## src/rtl/mux4_rr_arbiter_pkg.sv

```systemverilog
// Shared types and helpers for the round-robin 4:1 datapath arbiter.
package mux4_rr_arbiter_pkg;

  localparam int N_REQ = 4;
  localparam int SEL_W = 2;

  typedef enum logic [1:0] {
    IDLE  = 2'd0,
    ARB   = 2'd1,
    BURST = 2'd2
  } state_t;

  // One-hot grant vector for a requester index.
  function automatic logic [N_REQ-1:0] onehot(input logic [SEL_W-1:0] idx);
    logic [N_REQ-1:0] v;
    v      = '0;
    v[idx] = 1'b1;
    return v;
  endfunction

endpackage

```

## src/rtl/mux4_rr_arbiter_if.sv

```systemverilog
// Request/grant/data bundle between four requesters, the arbiter and the consumer.
interface mux4_rr_arbiter_if
  import mux4_rr_arbiter_pkg::*;
#(
  parameter int DATA_W = 16
);

  logic [N_REQ-1:0]  req;
  logic [DATA_W-1:0] din_0;
  logic [DATA_W-1:0] din_1;
  logic [DATA_W-1:0] din_2;
  logic [DATA_W-1:0] din_3;
  logic [N_REQ-1:0]  gnt;
  logic [SEL_W-1:0]  sel;
  logic              out_valid;
  logic [DATA_W-1:0] out_data;
  logic              out_ready;

  // Arbiter side: owns grant, select and the downstream stream.
  modport master (
    input  req, din_0, din_1, din_2, din_3, out_ready,
    output gnt, sel, out_valid, out_data
  );

  // Environment side: requesters plus the downstream consumer.
  modport slave (
    output req, din_0, din_1, din_2, din_3, out_ready,
    input  gnt, sel, out_valid, out_data
  );

endinterface

```

## src/rtl/mux4_rr_arbiter_rr_pick.sv

```systemverilog
// Combinational round-robin picker: first set request after 'last', wrapping.
module mux4_rr_arbiter_rr_pick
  import mux4_rr_arbiter_pkg::*;
(
  input  logic [N_REQ-1:0] req,
  input  logic [SEL_W-1:0] last,
  output logic [SEL_W-1:0] winner,
  output logic             any
);

  logic [SEL_W-1:0] w_idx;
  logic             w_found;

  // Scan last+1, last+2, ... (mod 4); the previous owner is checked last.
  always_comb begin
    winner  = last;
    any     = |req;
    w_idx   = '0;
    w_found = 1'b0;
    for (int k = 1; k <= N_REQ; k++) begin
      w_idx = last + SEL_W'(k);
      if (!w_found && req[w_idx]) begin
        winner  = w_idx;
        w_found = 1'b1;
      end
    end
  end

endmodule

```

## src/rtl/mux4_rr_arbiter.sv

```systemverilog
// Round-robin arbiter sharing one 4:1 data select among four requesters,
// with a per-grant beat cap so no requester can hog the path.
module mux4_rr_arbiter
  import mux4_rr_arbiter_pkg::*;
#(
  parameter int DATA_W    = 16,
  parameter int MAX_BURST = 4,
  parameter int CNT_W     = 4
) (
  input  logic               clk,
  input  logic               rst,
  mux4_rr_arbiter_if.master  bus
);

  state_t            r_state;
  state_t            w_state_next;
  logic [SEL_W-1:0]  r_sel;
  logic [SEL_W-1:0]  r_last;
  logic [N_REQ-1:0]  r_gnt;
  logic [CNT_W-1:0]  r_beat_cnt;

  logic [SEL_W-1:0]  w_winner;
  logic              w_any;
  logic              w_out_valid;
  logic              w_beat;
  logic              w_cap_hit;
  logic              w_release;
  logic [DATA_W-1:0] w_mux;
  logic [DATA_W-1:0] w_out_data;

  mux4_rr_arbiter_rr_pick u_rr_pick (
    .req    (bus.req),
    .last   (r_last),
    .winner (w_winner),
    .any    (w_any)
  );

  // State register.
  always_ff @(posedge clk or posedge rst) begin
    if (rst) begin
      r_state <= IDLE;
    end else begin
      r_state <= w_state_next;
    end
  end

  // Next-state logic: IDLE -> ARB on any request, ARB -> BURST on a winner,
  // BURST releases back to ARB (or IDLE when nobody is asking).
  always_comb begin
    w_state_next = r_state;
    case (r_state)
      IDLE:    w_state_next = w_any ? ARB : IDLE;
      ARB:     w_state_next = w_any ? BURST : IDLE;
      BURST: begin
        if (w_release) begin
          w_state_next = w_any ? ARB : IDLE;
        end
      end
      default: w_state_next = IDLE;
    endcase
  end

  // Output logic: stream is valid only while the granted requester holds req;
  // release on req drop or on the beat that reaches the burst cap.
  always_comb begin
    w_out_valid = (r_state == BURST) && bus.req[r_sel];
    w_beat      = w_out_valid && bus.out_ready;
    w_cap_hit   = (r_beat_cnt == CNT_W'(MAX_BURST - 1));
    w_release   = (r_state == BURST) && (!bus.req[r_sel] || (w_beat && w_cap_hit));
    case (r_sel)
      2'd0:    w_mux = bus.din_0;
      2'd1:    w_mux = bus.din_1;
      2'd2:    w_mux = bus.din_2;
      default: w_mux = bus.din_3;
    endcase
    w_out_data = w_mux & {DATA_W{w_out_valid}};
  end

  // Grant/select/counter/history registers; sel only moves on ARB -> BURST.
  always_ff @(posedge clk or posedge rst) begin
    if (rst) begin
      r_sel      <= '0;
      r_gnt      <= '0;
      r_beat_cnt <= '0;
      r_last     <= 2'd3;
    end else begin
      case (r_state)
        ARB: begin
          if (w_any) begin
            r_sel      <= w_winner;
            r_gnt      <= onehot(w_winner);
            r_beat_cnt <= '0;
          end else begin
            r_gnt <= '0;
          end
        end
        BURST: begin
          if (w_release) begin
            r_last <= r_sel;
            r_gnt  <= '0;
          end else if (w_beat) begin
            r_beat_cnt <= r_beat_cnt + CNT_W'(1);
          end
        end
        default: r_gnt <= '0;
      endcase
    end
  end

  assign bus.gnt       = r_gnt;
  assign bus.sel       = r_sel;
  assign bus.out_valid = w_out_valid;
  assign bus.out_data  = w_out_data;

endmodule

```

## src/flat_wrapper.sv

```systemverilog
// flat-port wrapper written by rule: the top's interface ports become plain ports
module mux4_rr_arbiter_flat import mux4_rr_arbiter_pkg::*;
#(
  parameter int DATA_W    = 16,
  parameter int MAX_BURST = 4,
  parameter int CNT_W     = 4
)
  (clk, rst, bus_req, bus_din_0, bus_din_1, bus_din_2, bus_din_3, bus_out_ready, bus_gnt, bus_sel, bus_out_valid, bus_out_data);
  mux4_rr_arbiter_if #(.DATA_W(DATA_W)) bus_i ();
  input  logic clk;
  input  logic rst;
  input wire logic [$bits(bus_i.req)-1:0] bus_req;
  input wire logic [$bits(bus_i.din_0)-1:0] bus_din_0;
  input wire logic [$bits(bus_i.din_1)-1:0] bus_din_1;
  input wire logic [$bits(bus_i.din_2)-1:0] bus_din_2;
  input wire logic [$bits(bus_i.din_3)-1:0] bus_din_3;
  input wire logic [$bits(bus_i.out_ready)-1:0] bus_out_ready;
  output wire logic [$bits(bus_i.gnt)-1:0] bus_gnt;
  output wire logic [$bits(bus_i.sel)-1:0] bus_sel;
  output wire logic [$bits(bus_i.out_valid)-1:0] bus_out_valid;
  output wire logic [$bits(bus_i.out_data)-1:0] bus_out_data;
  assign bus_i.req = bus_req;
  assign bus_i.din_0 = bus_din_0;
  assign bus_i.din_1 = bus_din_1;
  assign bus_i.din_2 = bus_din_2;
  assign bus_i.din_3 = bus_din_3;
  assign bus_i.out_ready = bus_out_ready;
  assign bus_gnt = bus_i.gnt;
  assign bus_sel = bus_i.sel;
  assign bus_out_valid = bus_i.out_valid;
  assign bus_out_data = bus_i.out_data;
  mux4_rr_arbiter #(.DATA_W(DATA_W), .MAX_BURST(MAX_BURST), .CNT_W(CNT_W)) u_core (.clk(clk), .rst(rst), .bus(bus_i));
endmodule
```

## config.mk

```make
export PLATFORM = sky130hd
export DESIGN_NAME = mux4_rr_arbiter_flat
export DESIGN_NICKNAME = d
export VERILOG_FILES = /design/src/rtl/mux4_rr_arbiter_pkg.sv /design/src/rtl/mux4_rr_arbiter_if.sv /design/src/rtl/mux4_rr_arbiter_rr_pick.sv /design/src/rtl/mux4_rr_arbiter.sv /design/src/flat_wrapper.sv
export SDC_FILE = /design/constraint.sdc
export NUM_CORES = 1
export LEC_CHECK = 0
export BUFFER_PORTS_ARGS = -buffer_cell sky130_fd_sc_hd__buf_2
export CAP_MARGIN = 10
export CORE_UTILIZATION = 44
export DETAILED_ROUTE_END_ITERATION = 7
export PLACE_DENSITY_LB_ADDON = 0.1
export SYNTH_ARGS = -nofsm -noshare
export SYNTH_HDL_FRONTEND = slang
export SYNTH_SLANG_ARGS = --single-unit
```

## constraint.sdc

```tcl
create_clock -name clk -period 5.85 [get_ports clk]
set_clock_uncertainty 0.15 [all_clocks]
set_input_delay 1.4625 -clock clk [delete_from_list [all_inputs] [get_ports clk]]
set_output_delay 1.4625 -clock clk [all_outputs]
set_load 0.02 [all_outputs]
```

==> impl_metrics.env <==
export IMPL_yosysTopAreaCellShare_pct=30.0
export IMPL_cts_hold_fix_buffers=0
export IMPL_worst_pin_slew_ns=1.07
export IMPL_grt_util_all_layers_pct=23.0
export IMPL_final_area_sq_um=1760
export IMPL_ys_flop_type="dfrtp_1"
export IMPL_synth_edf_count=0
export IMPL_dp_hpwl_um=2670
export IMPL_ioPinCount=94
export IMPL_numCtsBuffers=3
export IMPL_worstSetupPathType="input pin to output pin"
export IMPL_ant_nets=0
export IMPL_final_max_slew_viol_count=0
export IMPL_fmax_mhz=235
export IMPL_port_buffer_count=93
export IMPL_dieArea_sq_um=3120
export IMPL_finalPower_mw=0.671
export IMPL_power_density_nw_per_um2=382
export IMPL_crit_path_end_kind="output pin"
export IMPL_dr_pass1_iters=4
export IMPL_seq_area_sq_um=353
export IMPL_synth_cells=113
export IMPL_die_h_um=55.9
export IMPL_antennaDiodeCount=0
export IMPL_crit_arrival_ns=2.65
export IMPL_route_top_layer_used="met4"
export IMPL_wl_met2_um=1630
export IMPL_htree_levels=1
export IMPL_vias_per_cell=5.61
export IMPL_met1Wirelength_um=1510
export IMPL_slew_headroom_pct=28.6
export IMPL_first_iter_violations=51
export IMPL_drive_gt1_share_pct=59.2
export IMPL_setup_tns_ns=0
export IMPL_post_cts_buffers=0
export IMPL_multi_input_area_sq_um=855
export IMPL_fillers=224
export IMPL_place_inst=228
export IMPL_worst_path_max_fanout=21
export IMPL_syn_cell_area_sq_um=1280
export IMPL_maxCapViolCount=0
export IMPL_overflow=0
export IMPL_antenna_found_initial=0
export IMPL_cts_resized=0
export IMPL_grt_pass1_vias=1272
export IMPL_cts_sinks=14
export IMPL_hold_class="register to register"
export IMPL_grt_pass1_wl_um=5680
export IMPL_routedWlPerCell_um=14.9
export IMPL_setup_viol=0
export IMPL_area_growth_pct=37.4
export IMPL_synth_fp_nets=185
export IMPL_yosys_top_cells_area="mux4_2 30%, dfrtp_1 24%, and3_1 8.3%"
export IMPL_synth_cell_types=33
export IMPL_critPathLaunchType="input pin"
export IMPL_worstPathRequired_ns=4.24
export IMPL_die_x_um=55.9
export IMPL_ys_seq_elements=14
export IMPL_synthArstFlopShare_pct=100
export IMPL_cts_tree="built"
export IMPL_leakage_nw=0.967
export IMPL_syn_area_per_cell_sq_um=11.3
export IMPL_finalNetCount=274
export IMPL_start_util_pct=46.3
export IMPL_fin_cells=232
export IMPL_root_buffer="clkbuf_4"
export IMPL_rows=19
export IMPL_drc=0
export IMPL_cts_buffer_depth=2
export IMPL_max_vdd_ir_drop_uv=320
export IMPL_seq_area_frac_synth_pct=27.6
export IMPL_synth_warnings=0
export IMPL_final_core_util_pct=63.7
export IMPL_path_clk_slew_ns=0.09
export IMPL_via_count=1301
export IMPL_fin_crit_sh_pct=72.8
export IMPL_final_min_clock_period_ns=4.26
export IMPL_grt_setup_unrepaired="no"
export IMPL_place_gp_congestion=0.844
export IMPL_outcome="finished clean"
export IMPL_clk_latency_ns=0.29
export IMPL_hold_viol=0
export IMPL_wl_met3_um=254
export IMPL_dpl_cell_area_sq_um=1720
export IMPL_netlist_top_cell_by_area="mux4_2"
export IMPL_grt_max_degree=22
export IMPL_core_sq_um=2760
export IMPL_routed_wirelength_um=3470
## sequential cells by signal, indices dropped and copies added (netlist names)
signal and flops:
u_core.bus.gnt 4, u_core.r_beat_cnt 4, u_core.bus.sel 2, u_core.r_last 2, u_core.r_state 2
## kinds of logic after synthesis
logic type	count (synthesis)	synth area share, %
and+or+nand+nor	48	22.0
AOI/OAI and AO/OA	16	9.01
muxes	23	34.9
buffers and inverters	11	5.49
adders and majority gates	1	0.979
DFF	14	27.6
## layout make-up
cell class	count	share of cell area, %
multi-input combinational	88	48.7
timing repair buffer	93	26.5
sequential	14	20.1
tap	31	2.21
clock buffer	4	2.07
inverter	2	0.428
## per-stage QoR
step           setup WS [ns]  hold slack, ns
6_report                1.59           0.344
5_1_grt                 1.54           0.367
4_1_cts                 1.60           0.347
3_5_place_dp            1.60           0.319
3_3_place_gp            1.61           0.320
2_1_floorplan           1.79           0.319
## routing by layer
| layer | track usage (%) | vias to the layer above |
|---|---|---|
| met5 | 0 | - |
| met4 | 9.41 | 0 |
| met3 | 3.95 | 7 |
| met2 | 38.4 | 58 |
| met1 | 29.7 | 622 |
| li1 | - | 614 |
## report_power, final
group          internal, mW  total [mW]  switching (mW)
clock                0.0380      0.0718          0.0339
sequential            0.133       0.212          0.0789
combinational         0.206       0.387           0.180
## path summary, 6_finish.rpt
kind                              startpoint                 to  slack (ns)  cells after the start
min                        u_core.bus.gnt[0]  u_core.bus.gnt[0]        0.34                      1
max reg2reg                u_core.bus.sel[0]  u_core.bus.gnt[1]        3.31                      4
max in group asynchronous                rst   u_core.r_last[1]        4.15                      2
min in group asynchronous                rst  u_core.r_state[0]        1.04                      2
max                               bus_req[3]   bus_out_data[10]        1.59                      4
min reg2reg                u_core.bus.gnt[0]  u_core.bus.gnt[0]        0.34                      1
## worst max-delay path, cell delays in order
cell    delay (ns)
buf_2         0.13
mux4_2        0.65
and3_1        0.25
buf_2         0.16
## cell usage after synthesis, types with 2 or more instances
cell       count
or3b_1         2
buf_2          2
mux2i_1        4
inv_1          2
nand2_1       10
clkbuf_1       2
nand2b_1       6
buf_6          3
mux4_2        17
nor2b_1        3
dfrtp_1       12
mux2_1         2
o21ai_0        5
a22o_1         2
nor3b_1        2
nor2_1         2
nand3_1        2
dfstp_2        2
and3_1        17
o21a_1         2
o2bb2ai_1      2
## cells in the final DEF (no fill, tap or decap), types with 2 or more instances in the layout
cell type  count
mux2_1         2
mux4_2        17
inv_1          2
nand2_1       10
dfrtp_1       12
nand2b_1       6
o21a_1         2
clkbuf_4       3
nor2_1         2
a22o_1         2
nand3_1        2
mux2i_1        4
dfstp_2        2
or3b_1         2
buf_2         93
and3_1        17
o21ai_0        5
nor3b_1        2
nor2b_1        3
o2bb2ai_1      2
Note: power is estimated with default switching activity, not from simulation.
